==> config.mk <==
export PLATFORM = sky130hd
export DESIGN_NAME = inv_mix_columns_flat
export DESIGN_NICKNAME = d
export VERILOG_FILES = /design/src/rtl/inv_mix_columns_if.sv /design/src/rtl/inv_mix_columns.sv /design/src/flat_wrapper.sv
export SDC_FILE = /design/constraint.sdc
export NUM_CORES = 1
export LEC_CHECK = 0
export BUFFER_PORTS_ARGS = -buffer_cell sky130_fd_sc_hd__buf_2
export CORE_MARGIN = 4
export CORE_UTILIZATION = 55
export CTS_BUF_LIST = sky130_fd_sc_hd__clkbuf_8
export DETAILED_ROUTE_END_ITERATION = 6
export PLACE_DENSITY = 0.83
export SYNTH_ARGS = -nofsm -noshare
export SYNTH_HDL_FRONTEND = slang
export SYNTH_SLANG_ARGS = --single-unit
==> constraint.sdc <==
create_clock -name clk -period 4.55 [get_ports clk]
set_clock_uncertainty 0.1 [all_clocks]
set_input_delay 0.91 -clock clk [delete_from_list [all_inputs] [get_ports clk]]
set_output_delay 0.91 -clock clk [all_outputs]
set_load 0.01 [all_outputs]
==> src/rtl/inv_mix_columns_if.sv <==
// Valid/ready/data bundle carrying one 128-bit AES state.
// The producer side uses master, the consumer side uses slave.
interface inv_mix_columns_if;
    logic         valid;
    logic         ready;
    logic [127:0] data;

    modport master (
        output valid,
        output data,
        input  ready
    );

    modport slave (
        input  valid,
        input  data,
        output ready
    );
endinterface

==> src/rtl/inv_mix_columns.sv <==
// AES InvMixColumns over a 128-bit state, COLS_PER_CYCLE columns per clock.
// The state is transformed in place and held until the consumer takes it.
module inv_mix_columns #(
    parameter int COLS_PER_CYCLE = 1
) (
    input  logic              clk,
    input  logic              rst,
    inv_mix_columns_if.slave  in_if,
    inv_mix_columns_if.master out_if,
    output logic              busy
);

    typedef enum logic [1:0] {
        IDLE,
        CALC,
        DONE
    } state_t;

    localparam logic [2:0] STEP = 3'(COLS_PER_CYCLE);

    state_t       state;
    logic [2:0]   cnt;
    logic [127:0] st;
    logic [127:0] st_nxt;
    logic         rdy_q;
    logic         ov_q;
    logic         busy_q;
    logic         last;

    function automatic logic [7:0] xt(input logic [7:0] b);
        return {b[6:0], 1'b0} ^ (b[7] ? 8'h1b : 8'h00);
    endfunction

    // k selects which of b, 2b, 4b, 8b are summed
    function automatic logic [7:0] gm(
        input logic [7:0] b,
        input logic [3:0] k
    );
        logic [7:0] b2;
        logic [7:0] b4;
        logic [7:0] b8;
        b2 = xt(b);
        b4 = xt(b2);
        b8 = xt(b4);
        return (k[0] ? b  : 8'h00) ^ (k[1] ? b2 : 8'h00) ^
               (k[2] ? b4 : 8'h00) ^ (k[3] ? b8 : 8'h00);
    endfunction

    function automatic logic [31:0] inv_col(input logic [31:0] c);
        logic [7:0] a0;
        logic [7:0] a1;
        logic [7:0] a2;
        logic [7:0] a3;
        a0 = c[31:24];
        a1 = c[23:16];
        a2 = c[15:8];
        a3 = c[7:0];
        return {
            gm(a0, 4'he) ^ gm(a1, 4'hb) ^ gm(a2, 4'hd) ^ gm(a3, 4'h9),
            gm(a0, 4'h9) ^ gm(a1, 4'he) ^ gm(a2, 4'hb) ^ gm(a3, 4'hd),
            gm(a0, 4'hd) ^ gm(a1, 4'h9) ^ gm(a2, 4'he) ^ gm(a3, 4'hb),
            gm(a0, 4'hb) ^ gm(a1, 4'hd) ^ gm(a2, 4'h9) ^ gm(a3, 4'he)
        };
    endfunction

    always_comb begin
        st_nxt = st;
        for (int j = 0; j < COLS_PER_CYCLE; j++) begin
            int c;
            c = (int'(cnt) + j) & 3;
            st_nxt[127 - 32*c -: 32] = inv_col(st[127 - 32*c -: 32]);
        end
    end

    assign last = (4'(cnt) + 4'(STEP)) >= 4'd4;

    always_ff @(posedge clk or negedge rst) begin
        if (!rst) begin
            state  <= IDLE;
            cnt    <= '0;
            st     <= '0;
            rdy_q  <= 1'b1;
            ov_q   <= 1'b0;
            busy_q <= 1'b0;
        end else begin
            unique case (state)
                IDLE: begin
                    if (in_if.valid) begin
                        st     <= in_if.data;
                        cnt    <= '0;
                        state  <= CALC;
                        rdy_q  <= 1'b0;
                        busy_q <= 1'b1;
                    end
                end
                CALC: begin
                    st  <= st_nxt;
                    cnt <= cnt + STEP;
                    if (last) begin
                        state <= DONE;
                        ov_q  <= 1'b1;
                    end
                end
                DONE: begin
                    if (out_if.ready) begin
                        state  <= IDLE;
                        ov_q   <= 1'b0;
                        rdy_q  <= 1'b1;
                        busy_q <= 1'b0;
                    end
                end
                default: begin
                    state <= IDLE;
                end
            endcase
        end
    end

    assign in_if.ready  = rdy_q;
    assign out_if.valid = ov_q;
    assign out_if.data  = ov_q ? st : '0;
    assign busy         = busy_q;

endmodule
==> src/flat_wrapper.sv <==
// flat-port wrapper written by rule: the top's interface ports become plain ports
module inv_mix_columns_flat 
#(
    parameter int COLS_PER_CYCLE = 1
)
  (clk, rst, busy, in_if_valid, in_if_data, in_if_ready, out_if_valid, out_if_data, out_if_ready);
  inv_mix_columns_if in_if_i ();
  inv_mix_columns_if out_if_i ();
  input  logic clk;
  input  logic rst;
  output logic busy;
  input wire logic [$bits(in_if_i.valid)-1:0] in_if_valid;
  input wire logic [$bits(in_if_i.data)-1:0] in_if_data;
  output wire logic [$bits(in_if_i.ready)-1:0] in_if_ready;
  output wire logic [$bits(out_if_i.valid)-1:0] out_if_valid;
  output wire logic [$bits(out_if_i.data)-1:0] out_if_data;
  input wire logic [$bits(out_if_i.ready)-1:0] out_if_ready;
  assign in_if_i.valid = in_if_valid;
  assign in_if_i.data = in_if_data;
  assign in_if_ready = in_if_i.ready;
  assign out_if_valid = out_if_i.valid;
  assign out_if_data = out_if_i.data;
  assign out_if_i.ready = out_if_ready;
  inv_mix_columns #(.COLS_PER_CYCLE(COLS_PER_CYCLE)) u_core (.clk(clk), .rst(rst), .in_if(in_if_i), .out_if(out_if_i), .busy(busy));
endmodule
### Word-level counts from Yosys, hierarchy flattened

Cells that the tools add are included.

| word-level totals | value |
|---|---|
| flip-flop bits (word level) | 136 |
| input bits | 132 |
| output and inout port bits | 131 |
| word-level logic and storage cells | 109 |

| operators by class | value |
|---|---|
| $add $sub $neg | 4 |
| order comparisons | 1 |
| eq/ne operators | 5 |
| shift operators | 3 |
| multiplexer cells | 30 |
| bitwise gates (word level) | 52 |
| reductions and logical operators | 8 |

Operators by type and width:

| kind | number |
|---|---|
| bitwise XOR 8 bit | 52 |
| two-way mux 128 bit | 2 |
| case mux 128 bit (2 select lines) | 1 |
| variable shift 32 x 33 -> 159 bit (first input constant) | 1 |
| variable part select 159 x 32 -> 32 bit | 1 |
| variable part select 32 x 33 -> 159 bit | 1 |
| bitwise mux 128 bit | 1 |
| two-way mux 5 bit | 12 |
| negation 32 -> 33 bit | 1 |
| AND reduction 3 bit | 3 |
| subtractor 7 x 7 -> 8 bit (first input constant) | 1 |
| two-way mux 2 bit | 3 |
| case mux 1 bit (2 select lines) | 3 |
| case mux 2 bit (3 select lines) | 1 |
| case mux 3 bit (2 select lines) | 1 |
| nonzero test 2 bit | 3 |
| two-way mux 1 bit | 5 |
| adder 3 x 1 -> 4 bit (second input constant) | 1 |
| greater-or-equal comparator 4 x 3 -> 1 bit (second input constant) | 1 |
| != test 2 bit (second input constant) | 2 |
| adder 3 x 1 -> 3 bit (second input constant) | 1 |
| two-way mux 3 bit | 1 |
| == test 2 x 1 -> 1 bit (second input constant) | 1 |
| == test 2 bit (second input constant) | 1 |
| other kinds (3) | 3 |

### Longest topological paths before layout

Gate-level depths: netlist (run 1).

| depth | value |
|---|---|
| depth in word-level cells | 15 |
| gate-level depth with buffers | 11 |
| depth with buffers taken out | 7 |

### Worst setup path after synthesis (run 1)

No wires, ideal clock.

| timing | value |
|---|---|
| path kind | flip-flop to flip-flop |
| start point | reg u_core.cnt[0] |
| end point | reg u_core.st[100] |
| setup time | 0.137 ns |
| arrival | 2.990 ns |
| required time | 4.313 ns |
| setup slack | 1.323 ns |
| stages on the path, launching flop included | 10 |
| buffers on the path | 2 |
| clock period less this slack | 3.227 ns |
| cells stage by stage | dfrtp_1 > buf_6 > buf_6 > mux4_4 > xor2_1 > xnor3_2 > xnor2_2 > xnor3_2 > a22oi_1 > a21oi_1 |

| on the way | value |
|---|---|
| longest elaborated chain between the ends | 13 |
| elaborated cells on any way between the ends | 71 |
| those cells by class | 2 x add/sub; 3 x shift; 14 x mux; 52 x bitwise |

Ends and longest elaborated chain:

| item | RTL line | RTL |
|---|---|---|
| start: declaration | inv_mix_columns.sv:22 | `logic [2:0] cnt;` |
| start signal: assignment | inv_mix_columns.sv:98 | `cnt <= cnt + STEP;` |
| subtractor 7 x 7 -> 8 bit * | inv_mix_columns.sv:71 | `st_nxt[127 - 32*c -: 32] = inv_col(st[127 - 32*c -: 32]);` |
| variable part select 159 x 32 -> 32 bit | inv_mix_columns.sv:71 |  |
| bitwise XOR 8 bit / two-way mux 5 bit (equally long branches) (2 in a row) | inv_mix_columns.sv:31 | `return {b[6:0], 1'b0} ^ (b[7] ? 8'h1b : 8'h00);` |
| two-way mux 5 bit / bitwise XOR 8 bit (equally long branches) | inv_mix_columns.sv:31 |  |
| bitwise XOR 8 bit (on tied branches) | inv_mix_columns.sv:31, inv_mix_columns.sv:45 |  |
| bitwise XOR 8 bit | inv_mix_columns.sv:46 | `(k[2] ? b4 : 8'h00) ^ (k[3] ? b8 : 8'h00);` |
| bitwise XOR 8 bit (on tied branches) (3 in a row) | -- |  |
| variable part select 32 x 33 -> 159 bit | inv_mix_columns.sv:71 |  |
| bitwise mux 128 bit * | inv_mix_columns.sv:71 |  |
| case mux 128 bit (2 select lines) * | inv_mix_columns.sv:86 | `unique case (state)` |
| end signal: assignment | inv_mix_columns.sv:89 | `st <= in_if.data;` |
| end signal: assignment | inv_mix_columns.sv:97 | `st <= st_nxt;` |
| end: declaration | inv_mix_columns.sv:23 | `logic [127:0] st;` |

Mark *: on every way between the ends. The rest lies on a longest branch, timed or not.
A chain may end at the register's enable or synchronous reset.

### Worst setup path after layout (run 1)

| timing | value |
|---|---|
| start point | reg u_core.cnt[1] |
| end point | reg u_core.st[61] |

The elaborated chain is that of the path after synthesis.

==> impl.org, run 1 <==
** Status
- Run status :: finished, violations left
- Failing checks :: design-rule violations

** Layout
- The net count of the finished layout is 1355.
- The repair_antennas step left the layout with diodes totalling 0.
- Summing all non-filler instances in the final layout gives an area of 11700 sq um.
- Growth of design area from synthesis to finish :: 18.4%
- In the final layout, the share of cells above drive strength 1 is 30.5%.

** STA
- At the pin with the least slew margin, the transition time is 1.04 ns.
- The final count of pins violating max slew is 0.
- Post-layout worst setup margin :: 0.681 ns
- Setup repair after global routing left no endpoint under its margin.
- Static timing analysis puts the maximum clock frequency at 258 MHz.
- Slew HR :: 30.4%
- In the finished design, the share of the clock period the worst path needs comes to 85.0%.
- The number of hold violations in the final report was 0.
- Setup violations remaining at the end of the flow were counted as 0.
- After layout, the minimum clock period comes to 3.87 ns.
- Setup total negative slack on the finished layout was measured at 0 ns.

** Clock network
- # clock sinks :: 136
- Once the clock tree was built, the setup fixing pass inserted 0 buffers.
- Clock transition at path regs :: 0.08 ns
- Post-CTS Hold Fix Bufs :: 0
- TritonCTS clock tree :: yes
- CTS built an H-tree with a depth of 4.
- Clock insertion delay at the later pin of the skew report :: 0.46 ns
- Number of buffers created by CTS :: 17
- After clock tree synthesis, the repair step resized 0 gates.
- CTS placed an instance of clkbuf_8 at the clock tree root.
- The clock passes through at most 2 buffers.

** Logic synthesis
- Largest family of logic cells by synthesized area :: XOR/XNOR gates
- Mapped Cells :: 1002
- The netlist uses 42 different library cells.
- For this run, the number of Yosys warnings is 0.
- Compound-gate portion of the synthesized area :: 17.6%
- Of the total synthesized cell area, the portion taken by AND, OR, NAND and NOR gates is 14.3%.
- Cell area after synthesis :: 9850 sq um
- FF+latch count, synth :: 136
- Proportion of synthesized area in mux cells :: 7.38%
- Synthesis produced a netlist with a net count of 1138.
- Proportion of synthesized chip area in sequential cells :: 34.6%
- The synthesized netlist devotes 21.0% of its cell area to XOR and XNOR gates.
- Syn avg cell area :: 9.83 sq um
- Arithmetic-cell share of the synthesized area counting full adders, half adders and majority gates :: 0.508%

** Setup path
- The largest single stage delay on the critical path is 0.73 ns.
- The worst register-to-register path has a depth of 8.
- Worst setup slack for register-to-register paths :: 0.68 ns
- The worst setup path is launched from a flip-flop.
- At the worst endpoint, the required time is 4.83 ns.
- Gate family responsible for the most delay along the worst path :: XOR/XNOR gates
- The critical path starts at u_core.cnt[1].
- Critical path fanouts, max :: 20
- List of cells traversed by the critical path :: buf_4, mux4_2, xnor2_1, xnor3_1, xnor2_2, xnor2_1, a22oi_1, a21oi_1
- Beginning of the worst register-to-register path :: u_core.cnt[1]
- Capture point of the critical path :: u_core.st[61]
- Most numerous cell on the critical path :: xnor2_1
- Signal arrival time at the worst endpoint :: 4.15 ns
- Counting both buffers and inverters, the worst setup path holds a total of 1.
- Cell depth of the worst setup path :: 8
- Category of the worst setup path capture point :: flip-flop
- The largest individual stage delay along the critical path comes from the cell dfrtp_2.
- Kind of critical path :: reg2reg
- In this run the critical register-to-register path is captured at u_core.st[61].

** Floorplanning
- The die is 142 um tall.
- Std-Cell Rows :: 48
- Total Die Area :: 20100 sq um
- Core Region :: 17400 sq um
- From left edge to right edge, the die measures 142 um.
- Effective utilization at floorplan :: 56.6%
- For this design the top-level I/O count stands at 263.

** Placed design
- Placed instance area :: 11300 sq um
- Final HPWL from detailed placement :: 23400 um
- Before CTS, the worst setup slack after placement is 0.737 ns.
- Port buffering added 262 buffers.
- RD Place Congestion :: 1.10

** Route
- The pre-antenna-repair detailed-routing pass consisted of 7 iterations.
- Routed WL per cell :: 22.0 um
- Vias per std cell :: 6.07
- The final route contains 8842 vias.
- Residual DRC :: 6
- The final layout contains routed wiring with a total length of 32100 um.
- The count of nets left with antenna violations once routing finished came out at 0.
- Violation count after the first detailed-route iteration :: 964

** Global route
- The number of global-route vias before repair came to 8779.
- The number of antenna violations at the first check in global routing was 0.
- Overall Global Routing Usage :: 31.7%
- Entering global routing, the biggest net connects 81 pins.
- Global-route wire length before repair :: 49100 um
- Congestion Overflow GR :: 0

** Flow run
- Max-cap viol count :: 0

** Min path
- Class of the tightest hold or removal check :: in2async
## flip-flops by register name (all words and copies together), names as in the netlist
signal and flops:
u_core.st 128, u_core.cnt 3, u_core.state 2, u_core.busy 1, u_core.in_if.ready 1, u_core.out_if.valid 1
## layout by cell type, fill, tap and decap left out, drive strengths merged, types with 17 or more instances in the layout
cell / n
nor2: 130
nand2: 17
clkbuf: 19
xnor3: 24
a21oi: 133
and2: 128
a22oi: 100
mux4: 32
dfrtp: 135
xnor2: 117
xor2: 39
buf: 281
a2bb2oi: 24
## metrics by stage
stage / hold slack [ns] / instances / utilization [%]
6_report: 0.402 / 1456 / 67.0
3_3_place_gp: 0.415 / 1425 / 64.7
5_1_grt: 0.441 / 1456 / 67.0
3_5_place_dp: 0.420 / 1425 / 64.7
4_1_cts: 0.417 / 1456 / 67.0
2_1_floorplan: 0.390 / 1002 / -
## cell families after synthesis
| family | Yosys count |
|---|---|
| multiplexers | 32 |
| buffers and inverters | 89 |
| XOR/XNOR | 181 |
| AO/OA/AOI/OAI | 275 |
| flip-flops | 136 |
| AND/OR/NAND/NOR | 285 |
| adder cells (fa/ha/maj) | 4 |
## worst reg2reg max path, delay by kind of cell, from the launching register on
family	cells	cell delay [ns]
xor gates and xnor gates	4	1.72
DFF	1	0.73
muxes	1	0.50
buffers and inverters	1	0.40
AOI/OAI and AO/OA	2	0.34
## layer usage
metal | up-vias | track usage (%) | share of wire (%)
li1 | 3926 | - | -
met1 | 4231 | 42.3 | 38
met2 | 586 | 50.9 | 48
met3 | 99 | 6.10 | 10
met4 | 0 | 13.5 | 4.1
met5 | - | 0 | 0
## cell type report
| cell class | count | area, sq um |
|---|---|---|
| repair buffers | 281 | 1510 |
| flip-flops and latches | 136 | 3410 |
| clock buffers | 19 | 262 |
| well taps | 225 | 282 |
| multi-input cells | 777 | 6050 |
| inverters | 6 | 22.5 |
| fillers | 1433 | 5750 |
| clock inverters | 12 | 135 |
## cells in the mapped netlist (all sizes together)
cell type,n,area [sq um]
nand3,2,10.0
dlygate4sd3,2,20.0
dfrtp,135,3380
o21ai,13,65.1
xor3,1,23.8
xor2,39,383
o21bai,1,7.51
nor2,130,488
dfstp,1,26.3
a21o,1,7.51
xnor3,24,551
nor4b,1,8.76
o211ai,1,7.51
o21ba,1,10.0
and2,128,801
xnor2,117,1110
a22oi,100,751
nor3,2,10.0
a22o,1,8.76
a2bb2oi,24,210
a21oi,133,669
buf,21,160
and3,3,18.8
nand2b,1,6.26
clkbuf,60,255
inv,6,22.5
nand2,17,63.8
ha,4,50.1
mux4,32,727
or3,1,6.26
## how the worst min path moves through the flow
stage | endpoint | slack [ns] | cells after the start
after floorplan | u_core.st[51] | 0.39 | 2
after global placement | u_core.st[83] | 0.41 | 2
after detailed placement | u_core.st[83] | 0.42 | 2
after CTS | u_core.busy | 0.42 | 1
after global routing | u_core.busy | 0.44 | 1
final | u_core.busy | 0.40 | 1
Power of run 1 is left out: the tool's default activity adds up to more than one toggle a clock period on the data nets, which glitch-free logic cannot reach.
==> inputs of run 2 (changes only) <==
- BUFFER_PORTS_ARGS: -buffer_cell sky130_fd_sc_hd__buf_2 -> -buffer_cell sky130_fd_sc_hd__buf_4
- MAX_ROUTING_LAYER: default -> met4
==> impl.org, run 2 (synthesis results as in run 1) <==
** Status
- Run status :: finished clean

** Route
- Across all layers, the routed design uses 8931 vias.
- The routed design has 32500 um of wire.
- Violation count after the first detailed-route iteration :: 860
- The detail route stage leaves a number of antenna-violating nets equal to 0.
- The first detailed-routing pass took 7 iterations.
- After detailed routing, the number of remaining DRC violations is 0.
- After detailed routing, the average wire length per cell comes to 22.3 um.
- Using the TritonRoute via totals, the vias-per-cell ratio works out to 6.14.

** Clock network
- Clock insertion delay at the later pin of the skew report :: 0.46 ns
- Buffers added to address setup during post-CTS repair amount to 0.
- H-tree depth reported by CTS :: 4
- Buffer levels on the longest clock path :: 2
- Clock transition at path regs :: 0.08 ns
- The number of gates resized after CTS was 0.
- # clock sinks :: 136
- Number of buffers created by CTS :: 17
- TritonCTS built the clock tree.
- Buffers inserted to repair hold after CTS numbered 0.
- Clock root buffer :: clkbuf_8

** Placed design
- Timing analysis after detailed placement gives a worst setup slack of 0.788 ns.
- Once detailed placement completed, the half-perimeter wirelength came to 24000 um.
- During placement, the flow inserted port buffers numbering 262.
- At the end of routability-driven placement, the weighted congestion stood at 1.04.

** Floorplanning
- Floorplan die width :: 142 um
- Core Region :: 17400 sq um
- The initial utilization of the core area, before any placement, comes to 56.6%.
- Std-Cell Rows :: 48
- Total Die Area :: 20100 sq um
- In this run the count of I/O pins placed on the die edge is 263.
- From bottom edge to top edge, the die measures 142 um.

** STA
- At the pin with the least slew margin, the transition time is 1.20 ns.
- Headroom to the max-slew limit came out at 19.3%.
- Static timing analysis puts the maximum clock frequency at 262 MHz.
- Setup repair after global routing left no endpoint under its margin.
- Fin Setup TNS :: 0 ns
- Post-layout worst setup margin :: 0.729 ns
- Setup violations remaining at the end of the flow were counted as 0.
- The final count of pins violating max slew is 0.
- Final worst path period need :: 3.82 ns
- The number of hold violations in the final report came to 0.
- In the finished design, the share of the clock period the worst path needs comes to 84.0%.

** Min path
- Class of the tightest hold or removal check :: reg2reg

** Setup path
- Data arrives at the worst endpoint at 4.11 ns.
- Worst setup SP type :: flip-flop
- Data required time of the worst path :: 4.84 ns
- Category of the worst setup path capture point :: flip-flop
- The worst setup path is of the reg2reg kind.
- Critical path fanouts, max :: 19

** Layout
- Leaving out fill and tap cells, the most frequent cell in the layout is buf_4.
- Largest Register :: u_core.st
- The number of antenna diodes in the final layout is 0.
- Max reg flops :: 128
- In the final layout, flip-flops and latches occupy 3410 sq um.
- Area of combinational cells with multiple inputs :: 6050 sq um
- The layout has 1360 filler cells.
- Compared with the post-synthesis result, the final layout area differs by 25.0%.
- Regs by FF count :: u_core.st (128), u_core.cnt (3), u_core.state (2)
- Of the cells placed in the final design, the portion with a size suffix greater than 1 is 30.5%.
- Net count reported at finish :: 1353
- Commonest cells after routing, fill and taps aside :: 274 x buf_4, 132 x dfrtp_1, 130 x nor2_1

** Global route
- Congestion Overflow GR :: 0
- Number of global-route vias before repair :: 8838
- The number of antenna violations at the first check in global routing is 0.
- Global-route wire length before repair :: 49100 um
- Pin count of the biggest net entering global routing :: 114
- Overall Global Routing Usage :: 32.9%

** Flow run
- Max-cap viol count :: 0
[run 2: final timing paths]
check / slack [ns] / startpoint / cells after the start / endpoint
setup / recovery: 0.73 / u_core.cnt[1] / 8 / u_core.st[13]
hold / removal: 0.44 / u_core.in_if.ready / 2 / u_core.in_if.ready
setup reg to reg: 0.73 / u_core.cnt[1] / 8 / u_core.st[13]
hold reg to reg: 0.44 / u_core.in_if.ready / 2 / u_core.in_if.ready
max in group asynchronous: 2.85 / rst / 2 / u_core.st[48]
min in group asynchronous: 0.49 / rst / 1 / u_core.busy
[run 2: area by class of cell]
| type | instances | area share (%) |
|---|---|---|
| clock inverters | 12 | 1.03 |
| well taps | 225 | 2.29 |
| clock buffers | 20 | 2.24 |
| inverters | 6 | 0.183 |
| repair buffers | 279 | 17.4 |
| flip-flops and latches | 136 | 27.7 |
| multi-input cells | 777 | 49.1 |
[run 2: metrics by stage]
stage          area, sq um  hold slack, ns  utilization [%]  cells
2_1_floorplan         9850           0.390                -   1002
3_3_place_gp         11900           0.416             68.4   1423
3_5_place_dp         11900           0.426             68.4   1423
4_1_cts              12300           0.438             70.7   1455
5_1_grt              12300           0.463             70.7   1455
6_report             12300           0.438             70.7   1455
[run 2: layer usage]
layer | wire length, um | track usage [%]
met5 | 0 | -
met1 | 12100 | 42.6
met3 | 3470 | 5.66
met4 | 1160 | 13.5
met2 | 15800 | 51.6
[run 2: critical path, stage by stage (launching register included)]
cell	delay (ns)
dfrtp_2	0.68
buf_4	0.41
mux4_2	0.51
xnor2_1	0.53
xnor3_1	0.55
xnor2_2	0.23
xnor2_1	0.40
a22oi_1	0.13
a21oi_1	0.20
Power of run 2 is left out for the same reason.
